<file path="src/rtl/demux_pkg.sv">
// Shared definitions for the 1-to-4 stream demultiplexer: channel select encoding and decode helper.
package demux_pkg;

    localparam int NUM_CH = 4;

    typedef logic [1:0] sel_t;

    localparam sel_t SEL_A = 2'b00;
    localparam sel_t SEL_B = 2'b01;
    localparam sel_t SEL_C = 2'b10;
    localparam sel_t SEL_D = 2'b11;

    // One-hot channel decode; all four codes map to a channel, so there is no default branch.
    function automatic logic [NUM_CH-1:0] sel_decode(input sel_t s);
        logic [NUM_CH-1:0] oh;
        oh = '0;
        case (s)
            SEL_A: oh = 4'b0001;
            SEL_B: oh = 4'b0010;
            SEL_C: oh = 4'b0100;
            SEL_D: oh = 4'b1000;
        endcase
        return oh;
    endfunction

endpackage

</file>
<file path="src/rtl/demux_1to4_stream_if.sv">
// Stream bundle for the demux: one tagged input stream plus four output channels.
// slave = demux side, master = producer/consumer side.
interface demux_1to4_stream_if
    import demux_pkg::*;
#(
    parameter int WIDTH = 4
);
    logic [WIDTH-1:0]        in_data;
    sel_t                    in_sel;
    logic                    in_valid;
    logic                    in_ready;
    logic [NUM_CH*WIDTH-1:0] out_data;
    logic [NUM_CH-1:0]       out_valid;
    logic [NUM_CH-1:0]       out_ready;

    modport slave (
        input  in_data, in_sel, in_valid, out_ready,
        output in_ready, out_data, out_valid
    );

    modport master (
        output in_data, in_sel, in_valid, out_ready,
        input  in_ready, out_data, out_valid
    );
endinterface

</file>
<file path="src/rtl/demux_chan_fifo.sv">
// Per-channel synchronous FIFO. Head data is exposed combinationally; while empty the
// output holds the last popped beat (zero after reset).
module demux_chan_fifo #(
    parameter int WIDTH = 4,
    parameter int DEPTH = 2
) (
    input  logic             clk,
    input  logic             reset,
    input  logic             push,
    input  logic [WIDTH-1:0] push_data,
    output logic             full,
    input  logic             pop,
    output logic             empty,
    output logic [WIDTH-1:0] head_data
);
    localparam int AW = $clog2(DEPTH);

    logic [WIDTH-1:0] mem [DEPTH];
    logic [AW:0]      wr_ptr_reg, wr_ptr_next;
    logic [AW:0]      rd_ptr_reg, rd_ptr_next;
    logic [WIDTH-1:0] last_reg;
    logic             do_push, do_pop;

    // Extra MSB on each pointer distinguishes full from empty when the low bits match.
    assign empty   = (wr_ptr_reg == rd_ptr_reg);
    assign full    = (wr_ptr_reg[AW] != rd_ptr_reg[AW]) &&
                     (wr_ptr_reg[AW-1:0] == rd_ptr_reg[AW-1:0]);
    assign do_push = push && !full;
    assign do_pop  = pop && !empty;

    always_comb begin
        wr_ptr_next = wr_ptr_reg;
        rd_ptr_next = rd_ptr_reg;
        if (do_push) wr_ptr_next = wr_ptr_reg + (AW+1)'(1);
        if (do_pop)  rd_ptr_next = rd_ptr_reg + (AW+1)'(1);
    end

    always_ff @(posedge clk) begin
        if (reset) begin
            wr_ptr_reg <= '0;
            rd_ptr_reg <= '0;
            last_reg   <= '0;
        end else begin
            wr_ptr_reg <= wr_ptr_next;
            rd_ptr_reg <= rd_ptr_next;
            if (do_pop) last_reg <= mem[rd_ptr_reg[AW-1:0]];
        end
    end

    always_ff @(posedge clk) begin
        if (do_push && !reset) mem[wr_ptr_reg[AW-1:0]] <= push_data;
    end

    assign head_data = empty ? last_reg : mem[rd_ptr_reg[AW-1:0]];

endmodule

</file>
<file path="src/rtl/demux_1to4_stream.sv">
// 1-to-4 valid/ready stream demultiplexer with an independent FIFO per channel.
// Optional per-channel accepted-beat counters on port count when DEMUX_COUNT_EN is defined.
module demux_1to4_stream
    import demux_pkg::*;
#(
    parameter int WIDTH = 4,
    parameter int DEPTH = 2
) (
    input  logic                     clk,
    input  logic                     reset,
    demux_1to4_stream_if.slave       bus
`ifdef DEMUX_COUNT_EN
    ,
    output logic [NUM_CH*8-1:0]      count
`endif
);
    logic [NUM_CH-1:0] full;
    logic [NUM_CH-1:0] empty;
    logic [NUM_CH-1:0] push_vec;
    logic [NUM_CH-1:0] pop_vec;
    logic [WIDTH-1:0]  head_data [NUM_CH];
    logic              sel_full;
    logic              in_ready_int;

    // in_ready depends only on the selected channel, so other channels never stall the producer.
    always_comb begin
        sel_full = 1'b0;
        case (bus.in_sel)
            SEL_A: sel_full = full[0];
            SEL_B: sel_full = full[1];
            SEL_C: sel_full = full[2];
            SEL_D: sel_full = full[3];
        endcase
        in_ready_int = !reset && !sel_full;
    end

    assign bus.in_ready = in_ready_int;
    assign push_vec     = (bus.in_valid && in_ready_int) ? sel_decode(bus.in_sel) : '0;
    assign pop_vec      = ~empty & bus.out_ready;

    genvar gi;
    generate
        for (gi = 0; gi < NUM_CH; gi++) begin : g_chan
            demux_chan_fifo #(
                .WIDTH (WIDTH),
                .DEPTH (DEPTH)
            ) u_fifo (
                .clk       (clk),
                .reset     (reset),
                .push      (push_vec[gi]),
                .push_data (bus.in_data),
                .full      (full[gi]),
                .pop       (pop_vec[gi]),
                .empty     (empty[gi]),
                .head_data (head_data[gi])
            );
        end
    endgenerate

    always_comb begin
        bus.out_data = '0;
        for (int k = 0; k < NUM_CH; k++) begin
            bus.out_data[k*WIDTH +: WIDTH] = head_data[k];
        end
    end

    assign bus.out_valid = ~empty;

`ifdef DEMUX_COUNT_EN
    generate
        for (gi = 0; gi < NUM_CH; gi++) begin : g_cnt
            logic [7:0] count_reg;
            always_ff @(posedge clk) begin
                if (reset)             count_reg <= '0;
                else if (push_vec[gi]) count_reg <= count_reg + 8'd1;
            end
            assign count[gi*8 +: 8] = count_reg;
        end
    endgenerate
`endif

endmodule

</file>
<file path="src/flat_wrapper.sv">
// flat-port wrapper written by rule: the top's interface ports become plain ports
module demux_1to4_stream_flat import demux_pkg::*;
#(
    parameter int WIDTH = 4,
    parameter int DEPTH = 2
)
  (clk, reset, bus_in_data, bus_in_sel, bus_in_valid, bus_out_ready, bus_in_ready, bus_out_data, bus_out_valid);
  demux_1to4_stream_if #(.WIDTH(WIDTH)) bus_i ();
  input  logic clk;
  input  logic reset;
  input wire logic [$bits(bus_i.in_data)-1:0] bus_in_data;
  input wire logic [$bits(bus_i.in_sel)-1:0] bus_in_sel;
  input wire logic [$bits(bus_i.in_valid)-1:0] bus_in_valid;
  input wire logic [$bits(bus_i.out_ready)-1:0] bus_out_ready;
  output wire logic [$bits(bus_i.in_ready)-1:0] bus_in_ready;
  output wire logic [$bits(bus_i.out_data)-1:0] bus_out_data;
  output wire logic [$bits(bus_i.out_valid)-1:0] bus_out_valid;
  assign bus_i.in_data = bus_in_data;
  assign bus_i.in_sel = bus_in_sel;
  assign bus_i.in_valid = bus_in_valid;
  assign bus_i.out_ready = bus_out_ready;
  assign bus_in_ready = bus_i.in_ready;
  assign bus_out_data = bus_i.out_data;
  assign bus_out_valid = bus_i.out_valid;
  demux_1to4_stream #(.WIDTH(WIDTH), .DEPTH(DEPTH)) u_core (.clk(clk), .reset(reset), .bus(bus_i));
endmodule
</file>
<file path="config.mk">
export PLATFORM = sky130hd
export DESIGN_NAME = demux_1to4_stream_flat
export DESIGN_NICKNAME = d
export VERILOG_FILES = /design/src/rtl/demux_pkg.sv /design/src/rtl/demux_1to4_stream_if.sv /design/src/rtl/demux_chan_fifo.sv /design/src/rtl/demux_1to4_stream.sv /design/src/flat_wrapper.sv
export SDC_FILE = /design/constraint.sdc
export NUM_CORES = 1
export LEC_CHECK = 0
export CAP_MARGIN = 5
export CELL_PAD_IN_SITES_DETAIL_PLACEMENT = 0
export CELL_PAD_IN_SITES_GLOBAL_PLACEMENT = 2
export CORE_UTILIZATION = 36
export DETAILED_ROUTE_END_ITERATION = 16
export GPL_ROUTABILITY_DRIVEN = 1
export MAX_ROUTING_LAYER = met4
export PLACE_DENSITY_LB_ADDON = 0.25
export REMOVE_ABC_BUFFERS = 1
export SYNTH_ARGS = -nofsm -noshare
export SYNTH_HDL_FRONTEND = slang
export SYNTH_SLANG_ARGS = --single-unit
</file>
<file path="constraint.sdc">
create_clock -name clk -period 1.9 [get_ports clk]
set_input_delay 0.19 -clock clk [delete_from_list [all_inputs] [get_ports clk]]
set_output_delay 0.19 -clock clk [all_outputs]
set_load 0.05 [all_outputs]
</file>
# [Yosys cells after proc, flatten, opt, wreduce, memory -nomap -nowiden]
# Memories as Yosys holds them, arrays and structs flattened. A register that Yosys moved wholly into a read port is not among the register bits.
# Cells that the tools add are included.
[word_totals] ff_bits=32 input_bits=13 ram_bits=32 word_cells=93 memories=4 out_inout_bits=21
[classes] mux=23 n_bitwise=2 eq_ne=15 reduce_logical=29 addsub=8
[memory_table] memory="u_core.g_chan[0].u_fifo.mem" depth=2 width=4 read_ports=1 rd_clocked_by_memory_dff=1 write_ports=1 line_no="demux_chan_fifo.sv:18" source="logic [WIDTH-1:0] mem [DEPTH];"
[memory_table] memory="u_core.g_chan[1].u_fifo.mem" depth=2 width=4 read_ports=1 rd_clocked_by_memory_dff=1 write_ports=1 line_no="demux_chan_fifo.sv:18"
[memory_table] memory="u_core.g_chan[2].u_fifo.mem" depth=2 width=4 read_ports=1 rd_clocked_by_memory_dff=1 write_ports=1 line_no="demux_chan_fifo.sv:18"
[memory_table] memory="u_core.g_chan[3].u_fifo.mem" depth=2 width=4 read_ports=1 rd_clocked_by_memory_dff=1 write_ports=1 line_no="demux_chan_fifo.sv:18"
[op_table] cell="$mux W4" n=5
[op_table] cell="$logic_and A1 B1 Y1" n=18
[op_table] cell="$add A2 B1 Y2 const B" n=8
[op_table] cell="$mux W1" n=16
[op_table] cell="$pmux W4 S4" n=1
[op_table] cell="$logic_not A1 Y1" n=10
[op_table] cell="$eq A2 B2 Y1" n=4
[op_table] cell="$and A4 B4 Y4" n=1
[op_table] cell="$eq A1 B1 Y1" n=4
[op_table] cell="$eq A2 B2 Y1 const B" n=2
[op_table] cell="$ne A1 B1 Y1" n=4
[op_table] cell="$not A4 Y4" n=1
[op_table] cell="$pmux W1 S4" n=1
[op_table] cell="$eq A2 B1 Y1 const B" n=1
[op_table] cell="$logic_not A2 Y1" n=1

# [Depth between registers and ports, before layout]
# Gate-level depths: netlist of run 1.
[logic_depth] word_depth=11 ltp_mapped=6 mapped_depth_nobuf=4

# [Modules after synthesis]
# A second synthesis of run 1 with hierarchy kept.
[unflattened] cells_unflattened=276 hier_area_um2=3335.7
[by_module_without_submodules] module="demux_chan_fifo" cells_per_inst=65 area_per_inst_um2=807.0 seq_area_each_um2=420.4 instances=4
[by_module_without_submodules] module="demux_1to4_stream" cells_per_inst=16 area_per_inst_um2=107.6 seq_area_each_um2=0.0 instances=1

# [Least setup slack after synthesis of run 1]
# Ideal clock, no wire load.
[synth_timing] path_type="register to output" startpoint="register u_core.g_chan[1].u_fifo.rd_ptr_reg[1]" endpoint="output port bus_out_data[4]" stages_incl_launch_ff=4 path_slack_ps=-318 path_buffers=0 required_ps=1710 t_arrival_ps=2028 cell_sequence="dfxtp_1 -> xnor2_1 -> nand2_1 -> a21oi_1"
[synth_between] elab_chain_cells=2
[synth_lines] element="start: declaration" line_no="demux_chan_fifo.sv:20" source="logic [AW:0] rd_ptr_reg, rd_ptr_next;"
[synth_lines] element="start signal: assignment" line_no="demux_chan_fifo.sv:45" source="rd_ptr_reg <= rd_ptr_next;"
[synth_lines] element="$eq A2 B2 Y1" line_no="demux_chan_fifo.sv:25" source="assign empty = (wr_ptr_reg == rd_ptr_reg);"
[synth_lines] element="$mux W4" line_no="demux_chan_fifo.sv:54" source="assign head_data = empty ? last_reg : mem[rd_ptr_reg[AW-1:0]];"
[synth_lines] element="end: declaration" line_no="flat_wrapper.sv:16" source="output wire logic [$bits(bus_i.out_data)-1:0] bus_out_data;"
# No other way between the ends.

# [Worst setup path in the final report of run 1]
[layout_timing] startpoint="register u_core.g_chan[1].u_fifo.rd_ptr_reg[1]" endpoint="output port bus_in_ready"
[layout_between] elab_chain_cells=5
[layout_lines] element="$ne A1 B1 Y1" line_no="demux_chan_fifo.sv:26" source="assign full = (wr_ptr_reg[AW] != rd_ptr_reg[AW]) &&"
[layout_lines] element="$logic_and A1 B1 Y1" line_no="demux_chan_fifo.sv:26"
[layout_lines] element="$pmux W1 S4" line_no="demux_1to4_stream.sv:28" source="case (bus.in_sel)"
[layout_lines] element="$logic_not A1 Y1" line_no="demux_1to4_stream.sv:34" source="in_ready_int = !reset && !sel_full;"
[layout_lines] element="$logic_and A1 B1 Y1" line_no="demux_1to4_stream.sv:34"
[layout_lines] element="end: declaration" line_no="flat_wrapper.sv:15" source="output wire logic [$bits(bus_i.in_ready)-1:0] bus_in_ready;"
# No other way between the ends.

==> results of run 1 <==
==> cell usage in the layout, fill, tap and decap left out, types with 8 or more instances in the layout <==
cell type / instances
a21oi_2: 9
clkbuf_8: 12
a211oi_1: 16
dfxtp_1: 28
edfxtp_1: 32
buf_4: 24
dfxtp_2: 8
a21oi_1: 20
clkdlybuf4s50_1: 12
xnor2_1: 8
nor2_1: 47
mux2i_1: 19
buf_12: 19
==> synth_stat cells, drive strengths merged, types with 3 or more instances <==
master / n
nand3: 3
a21bo: 4
a211oi: 16
nor3: 3
a21oi: 29
edfxtp: 32
and2b: 3
xnor2: 12
or3b: 4
a21boi: 4
buf: 14
nand2: 8
mux2i: 19
dfxtp: 36
nor2: 47
nand3b: 4
clkbuf: 4
xor2: 5
==> what timing repair did <==
item                       CTS  global route
setup endpoints to repair   10            17
setup buffers                0             1
resized for setup            7            20
cloned                       0             0
pin swaps                    0             2
hold buffers                 0             0
==> worst min path at each step <==
| stage | endpoint | slack [ns] | depth (start not counted) |
|---|---|---|---|
| 6_report | u_core.g_chan[3].u_fifo.last_reg[2] | 0.50 | 2 |
| 3_3_place_gp | u_core.g_chan[1].u_fifo.wr_ptr_reg[1] | 0.48 | 2 |
| 5_1_grt | u_core.g_chan[3].u_fifo.last_reg[2] | 0.52 | 2 |
| 3_5_place_dp | u_core.g_chan[2].u_fifo.last_reg[2] | 0.49 | 2 |
| 2_1_floorplan | u_core.g_chan[0].u_fifo.rd_ptr_reg[1] | 0.26 | 1 |
| 4_1_cts | u_core.g_chan[2].u_fifo.last_reg[2] | 0.50 | 2 |
==> power groups by stage <==
stage          Clock (mW)  Combinational [mW]  Sequential, mW
6_report             1.39                1.29            1.66
5_1_grt              1.47                1.37            1.67
4_1_cts              1.42                1.27            1.66
3_5_place_dp            0                1.25            1.69
3_3_place_gp            0                1.25            1.69
2_1_floorplan           0               0.655            1.68
==> area by class of cell <==
cell class | count | area [µm²]
Multi-Input combinational cell | 176 | 1220
Tap cell | 102 | 128
Inverter | 2 | 7.51
Sequential cell | 68 | 1690
Fill cell | 695 | 3800
Clock inverter | 3 | 67.6
Timing Repair Buffer | 55 | 681
Clock buffer | 13 | 169
==> per-stage QoR <==
step                cells  area [µm²]  setup TNS [ns]
floorplan             246        2820           -4.39
global placement      402        3620               0
detailed placement    402        3620               0
CTS                   418        3890         -0.0275
global route          419        3970         -0.0145
finish                419        3970               0
==> critical path, cell delays in order, from the launching register on <==
cell	delay [ns]
dfxtp_2	0.36
xnor2_4	0.17
or3b_4	0.39
o2111ai_1	0.12
a21oi_2	0.11
buf_12	0.17
==> metal layers <==
| metal | track usage | vias up | wire length (µm) |
|---|---|---|---|
| li1 | - | 1042 | - |
| met1 | 0.209 | 946 | 3000 |
| met2 | 0.227 | 34 | 2670 |
| met3 | 0.0307 | 7 | 162 |
| met4 | 0.0846 | 0 | 100 |
| met5 | - | - | 0 |
==> kinds of logic after synthesis <==
| group | share of synthesized area |
|---|---|
| flip-flops | 0.578 |
| XOR/XNOR | 0.0512 |
| AO/OA/AOI/OAI | 0.136 |
| AND/OR/NAND/NOR | 0.135 |
| buffers and inverters | 0.0344 |
| multiplexers | 0.0654 |
==> results.md, run 1 <==
- Outcome: finished clean
- Setup violators final: 0
- Post-Syn Instances: 264
- Worst Hold Slack: 0.500 ns
- Sw Share: 0.303
- Seq pwr share: 0.383
- Vias: 2029
- Primary FF master, synth: dfxtp_1
- Gr ovfl total: 0
- Initial DRT Pass Iterations: 4
- Setup crit start kind: flop
- F_max: 543 MHz
- Hold Path Class: reg2reg
- Root buffer cell: clkbuf_8
- Final Skew: 0.00605 ns
- DRT antenna net count: 0
- Vias/cell: 4.84
- R2R depth: 5
- RSZ-0062 raised after global routing: true
- First-pass GRT wire length: 9.74 mm
- Drt drc: 0
- Core Area: 7770 µm²
- Routability congestion estimate: 0.773
- Pleak: 1.39 nW
- Routed WL: 5.93 mm
- Die Y: 91.9 µm
- Total Routing Usage GR: 0.157
- Pins over their slew limit: 0
- Worst hold path startpoint: u_core.g_chan[3].u_fifo.last_reg[2]
- Reg2Reg Setup Slack: 0.23 ns
- Yosys reg bits: 68
- Comb power frac: 0.297
- Slew margin rel.: 0.445
- Clock slew at reported path FFs: 0.07 ns
- Drt wl/cell: 14.2 µm
- CP Data Arrival Time: 1.65 ns
- Post-synth EDFFs: 32
- Worst R2R End: u_core.g_chan[1].u_fifo.rd_ptr_reg[1]
- Die W: 91.9 µm
- FP Rows: 32
- Largest area contributor in the netlist: edfxtp_1
- # IOs: 34
- Dpl ws: 0.0501 ns
- Clk_lat worst skew: 0.34 ns
- TritonCTS clock tree: built
- Final nets: 325
- Clock buffer depth: 2
- Synth area leaders: edfxtp_1 33%, dfxtp_1 25%, mux2i_1 6.5%, nor2_1 6.1%, a21oi_1 5.0%
- Final core utilization: 0.511
- Sw Pwr: 1.32 mW
- Final worst slack: 0.0590 ns
- Vias in the first global route: 1962
- Share of total power in the clock network: 0.320
- # port buffers: 33
- Iteration-0 DRC Markers: 69
- Maximum vdd drop: 0.000367 V
- Sink Count: 68
- Pwr per Cell Area: 1090 nW/µm²
- P_int: 3.02 mW
- Async SR Flop Fraction: 0
- Largest net degree at the start of global routing: 21
- # diodes: 0
- Layout area overhead: 36.4%
- Synthesized area: 2910 µm²
- CTS H-tree depth: 3
- Crit path capture type: primary output
- Die area: 8440 µm²
- Least-Margin Pin Slew: 0.830 ns
- Max FO, Critical Path: 5
- Register area share after synthesis: 0.578
- Initial Util: 0.375
- Flip-flop count of the largest register after layout: 32
- Layout cell share with drive strength beyond 1: 0.297
- Post-layout min period: 1.84 ns
- R2r startpoint: u_core.g_chan[1].u_fifo.wr_ptr_reg[0]
- Final Power: 4.34 mW
- CP Data Required Time: 1.71 ns
- Hold Fails Final Rpt: 0
- Cts bufs inserted: 9
- Post-Syn Area per Cell: 11.0 µm²
- Critical path startpoint: u_core.g_chan[1].u_fifo.rd_ptr_reg[1]
- # Max-Cap Violations: 0
- Initial antenna violation count: 0
- Post-synthesis cell type count: 34
- Post-synth top area share: 0.330
- Yosys Warn Count: 0
- Final worst path period share: 0.969
- Crit Path Class: reg2out
- DPL Wire Length: 4.08 mm
- Worst setup path endpoint: bus_in_ready
(Power assumes the default switching activity.)
==> inputs of run 2 (changes only) <==
- CORE_UTILIZATION: 36 -> 38
- REMOVE_ABC_BUFFERS: 1 -> unset
- SYNTH_HIERARCHICAL: unset -> 1
==> results.md, run 2 <==
- Outcome: finished, violations left
- Failing checks: setup timing
- TritonCTS clock tree: built
- Pleak: 1.78 nW
- Root buffer cell: clkbuf_8
- Final setup TNS: -0.0243 ns
- RSZ-0062 raised after global routing: true
- Most common cell after layout, fill and taps aside: buf_4
- Crit Path Class: reg2out
- First-pass GRT wire length: 10.6 mm
- Sw Pwr: 662 µW
- Least-Margin Pin Slew: 0.606 ns
- Vias in the first global route: 2211
- # IOs: 34
- Post-Place Cell Area: 4200 µm²
- Total Routing Usage GR: 0.162
- Footprint of the multi-input gates: 1730 µm²
- Post-Syn Nets: 289
- Hold Path Class: in2reg
- Layout cell share with drive strength beyond 1: 0.452
- Die Y: 95.7 µm
- Layout area overhead: 42.0%
- Die area: 9160 µm²
- Vias/cell: 4.79
- Initial Util: 0.400
- P_int: 2.20 mW
- Yosys reg bits: 68
- Clock slew at reported path FFs: 0.07 ns
- Primary FF master, synth: dfxtp_1
- CTS Hold Bufs: 0
- Setup violators final: 1
- Critical path cell sequence: xor2_2, nor2_2, mux4_2, nor2_4, buf_12
- Routed WL: 6.41 mm
- Hold Fails Final Rpt: 0
- Crit path capture type: primary output
- # Max-Cap Violations: 0
- Crit-path slowest cell: mux4_2
- Routability congestion estimate: 0.745
- Commonest non-fill, non-tap cells in the layout: 47 x buf_4, 32 x nand2b_1, 32 x edfxtp_1, 24 x mux2i_1, 23 x mux2_2
- Sink Count: 68
- Post-layout min period: 1.92 ns
- Initial antenna violation count: 0
- Dpl ws: -0.243 ns
- CP Data Arrival Time: 1.73 ns
- CP peak stage delay: 0.51 ns
- Register area share after synthesis: 0.504
- Slew margin rel.: 0.596
- Drt wl/cell: 13.6 µm
- Synth area leaders: edfxtp_1 29%, dfxtp_1 22%, mux2_2 12%, mux2i_1 7.2%, nand2b_1 6.0%
- Final nets: 375
- Seq. cell area: 1710 µm²
- Post-synth EDFFs: 32
- Clk_lat worst skew: 0.34 ns
- Sw Share: 0.231
- Maximum vdd drop: 0.000365 V
- Cts bufs inserted: 9
- Finished Cell Area: 4740 µm²
- Async SR Flop Fraction: 0
- Iteration-0 DRC Markers: 78
- Max FO, Critical Path: 3
- # port buffers: 33
- Share of total power in the clock network: 0.351
- DPL Wire Length: 4.29 mm
- Yosys Warn Count: 6
- Post-synth top area share: 0.288
- # diodes: 0
- Synthesized area: 3340 µm²
- Fillers: 700
- Post-placement cell count: 435
- Post-Syn Area per Cell: 12.1 µm²
- Gr ovfl total: 0
- Comb power frac: 0.111
- Pins over their slew limit: 0
- Setup crit start kind: flop
- Flip-flop count of the largest register after layout: 32
- Final worst path period share: 1.01
- CP Data Required Time: 1.71 ns
- Vias: 2259
- Largest net degree at the start of global routing: 66
- FP Rows: 33
- Seq pwr share: 0.538
- Final worst slack: -0.0243 ns
- Non-filler instance count after layout: 472
- Initial DRT Pass Iterations: 4
- CTS H-tree depth: 3
- Die W: 95.7 µm
- Post-synthesis cell type count: 23
- F_max: 520 MHz
- Clock buffer depth: 2
- DRT antenna net count: 0
- Core Area: 8340 µm²
- Largest area contributor in the netlist: edfxtp_1
- Top cells by count, synth: 36 x dfxtp_1, 36 x mux2_2, 32 x edfxtp_1, 32 x nand2b_1, 24 x mux2i_1
- Drt drc: 0
- Pwr per Cell Area: 605 nW/µm²
- Final Skew: 0.00761 ns
- Post-Syn Instances: 276
## run 2: cells by family (layout without fill, tap and decap cells)
kind of cell | Yosys count | in the layout | synth area share
flops | 68 | 68 | 0.504
compound gates | 20 | 20 | 0.0510
mux | 69 | 69 | 0.227
xor+xnor | 12 | 12 | 0.0495
buf+inv | 20 | 111 | 0.0255
simple gates | 87 | 87 | 0.143
## run 2: worst paths after layout
path / slack, ns / to / cells after the start / startpoint
worst max-delay path: -0.02 / bus_in_ready / 5 / u_core/g_chan[3].u_fifo/wr_ptr_reg[0]
worst min register to register: 0.47 / u_core/g_chan[2].u_fifo/last_reg[3] / 2 / u_core/g_chan[2].u_fifo/last_reg[3]
worst min-delay path: 0.43 / u_core/g_chan[3].u_fifo/wr_ptr_reg[1] / 6 / reset
worst max register to register: 0.12 / u_core/g_chan[3].u_fifo/mem[1][3] / 7 / u_core/g_chan[3].u_fifo/wr_ptr_reg[0]
## run 2: stage by stage
stage	power, mW	utilization	hold WS, ns
floorplan	1.72	-	0.289
global placement	1.86	0.503	0.457
detailed placement	1.86	0.503	0.462
CTS	2.91	0.560	0.402
global route	2.99	0.568	0.452
finish	2.86	0.568	0.426
## run 2: metal layers
layer | routed length [µm] | track usage | vias up
li1 | - | - | 1138
met1 | 2790 | 0.198 | 1067
met2 | 3220 | 0.257 | 45
met3 | 304 | 0.0379 | 9
met4 | 93 | 0.0672 | 0
met5 | 0 | - | -
## run 2: layout make-up
| class | instances | share of cell area |
|---|---|---|
| Sequential cell | 68 | 0.361 |
| Clock buffer | 13 | 0.0314 |
| Inverter | 8 | 0.00634 |
| Clock inverter | 3 | 0.00317 |
| Tap cell | 105 | 0.0277 |
| Multi-Input combinational cell | 188 | 0.366 |
| Timing Repair Buffer | 87 | 0.204 |
## run 2: critical path: cells and delay by family (launching register included)
kind	cells	cell delay, ns
XOR/XNOR	1	0.18
buffers and inverters	1	0.15
flip-flops	1	0.37
multiplexers	1	0.51
AND/OR/NAND/NOR	2	0.20
## run 2: repair_timing
action,4_1_cts,5_1_grt
pin swaps,15,5
setup endpoints to repair,17,29
buffers inserted,18,3
resized for setup,47,10
## run 2: power by group through the flow
stage | Combinational (mW) | Clock (mW) | Sequential, mW
after floorplan | 0.146 | 0 | 1.57
after global placement | 0.280 | 0 | 1.58
after detailed placement | 0.282 | 0 | 1.58
after CTS | 0.314 | 1.05 | 1.54
after global routing | 0.337 | 1.11 | 1.54
final | 0.317 | 1.01 | 1.54
==> inputs of run 3 (changes only) <==
- CELL_PAD_IN_SITES_DETAIL_PLACEMENT: 0 -> unset
- CELL_PAD_IN_SITES_GLOBAL_PLACEMENT: 2 -> unset
- CORE_UTILIZATION: 38 -> 45
- CTS_BUF_LIST: unset -> sky130_fd_sc_hd__clkbuf_8
- HOLD_SLACK_MARGIN: unset -> 0.02
==> results.md, run 3 (synthesized netlist as in run 2, its figures left out) <==
- FP Rows: 31
- Clock slew at reported path FFs: 0.07 ns
- Least-Margin Pin Slew: 0.602 ns
- Hold Fails Final Rpt: 0
- First-pass GRT wire length: 10.6 mm
- Most common cell after layout, fill and taps aside: buf_4
- Critical path startpoint: u_core/g_chan[0].u_fifo/wr_ptr_reg[1]
- Sink Count: 68
- Cts bufs inserted: 9
- Final worst slack: -0.0467 ns
- Core Area: 7210 µm²
- Crit path capture type: primary output
- Layout area overhead: 43.5%
- Pins over their slew limit: 0
- Final nets: 374
- Pwr per Cell Area: 639 nW/µm²
- F_max: 514 MHz
- # port buffers: 33
- Flip-flop count of the largest register after layout: 32
- Slew margin rel.: 0.599
- Vias/cell: 4.91
- CP Data Arrival Time: 1.76 ns
- Failing checks: setup timing
- Layout cell share with drive strength beyond 1: 0.456
- Pleak: 1.80 nW
- Initial Util: 0.462
- Final Skew: 0.00465 ns
- WHS Path Cells: 6
- Crit Path Class: reg2out
- Final setup TNS: -0.0467 ns
- DRT antenna net count: 0
- Initial DRT Pass Iterations: 4
- Final worst path period share: 1.02
- # IOs: 34
- Maximum vdd drop: 0.000427 V
- Outcome: finished, violations left
- Hold Path Class: in2reg
- Max FO, Critical Path: 4
- Gr ovfl total: 0
- # diodes: 0
- Initial antenna violation count: 0
- Die W: 88.1 µm
- Post-layout min period: 1.95 ns
- Worst Hold Slack: 0.394 ns
- Iteration-0 DRC Markers: 98
- Largest net degree at the start of global routing: 66
- Final core utilization: 0.664
- Drt drc: 0
- Worst hold path startpoint: reset
- # Max-Cap Violations: 0
- CP Data Required Time: 1.71 ns
- Total Routing Usage GR: 0.193
- Post-Place Cell Area: 4190 µm²
- RSZ-0062 raised after global routing: true
- Routability congestion estimate: 0.714
- DPL Wire Length: 4.17 mm
- Vias: 2285
- Routed WL: 6.52 mm
- TritonCTS clock tree: built
- Die area: 7760 µm²
- Setup crit start kind: flop
- Die Y: 88.1 µm
- Finished Cell Area: 4790 µm²
- Clk_lat worst skew: 0.34 ns
- CTS Hold Bufs: 0
- R2R depth: 8
- Vias in the first global route: 2209
- Commonest non-fill, non-tap cells in the layout: 42 x buf_4, 32 x nand2b_1, 32 x edfxtp_1, 25 x mux2_2, 24 x mux2i_1
- Final Power: 3.06 mW
- CTS H-tree depth: 3
- Drt wl/cell: 14.0 µm
- Root buffer cell: clkbuf_8
- R2r startpoint: u_core/g_chan[2].u_fifo/wr_ptr_reg[0]
- Setup violators final: 1
- Clock buffer depth: 2
[run 3: cell count changes in the layout (fill, tap and decap cells not counted), sizes merged]
cell and change:
clkinvlp +1, clkinv -1, clkbuf -2, inv +1
buf -1, bufinv +1
[run 3: worst max-delay path, stage by stage, from the launching register on]
cell and delay [ns]:
dfxtp_4 0.37, xnor2_4 0.18, nor2_2 0.07, mux4_2 0.52, nor2_4 0.13, buf_12 0.14
[run 3: worst paths after layout]
path                                                              end  slack (ns)
worst min-delay path            u_core/g_chan[3].u_fifo/wr_ptr_reg[1]        0.39
worst max register to register  u_core/g_chan[2].u_fifo/rd_ptr_reg[0]        0.14
worst max-delay path                                     bus_in_ready       -0.05
worst min register to register    u_core/g_chan[3].u_fifo/last_reg[1]        0.47
[run 3: per-stage QoR]
stage / std cells / worst slack, ns
3_5_place_dp: 429 / -0.211
4_1_cts: 457 / -0.0891
6_report: 465 / -0.0467
5_1_grt: 465 / -0.105
3_3_place_gp: 429 / -0.210
2_1_floorplan: 276 / 0.0445
[run 3: area by class of cell]
type,instances,area [µm²]
Clock buffer,11,151
Clock inverter,5,51.3
Fill cell,542,2430
Inverter,8,30.0
Multi-Input combinational cell,188,1740
Sequential cell,68,1720
Tap cell,99,124
Timing Repair Buffer,86,975
[run 3: timing repair]
item / 4_1_cts / 5_1_grt
pin swaps: 11 / 11
setup buffers: 13 / 8
gates resized for setup: 42 / 23
endpoints found under the setup margin: 17 / 30
[run 3: power by group]
part           leakage [nW]  switching [mW]  internal (mW)
Clock                 0.107           0.534          0.668
Sequential            0.589         0.00633           1.53
Combinational          1.11           0.154          0.167
Total                  1.80           0.695           2.37
[run 3: per-layer routing]
| layer | part of all wire | vias up | global-route usage |
|---|---|---|---|
| met4 | 0.013 | 0 | 0.0704 |
| met2 | 0.55 | 40 | 0.330 |
| met1 | 0.41 | 1110 | 0.212 |
| met3 | 0.031 | 8 | 0.0566 |
| li1 | - | 1127 | - |
| met5 | 0 | - | - |
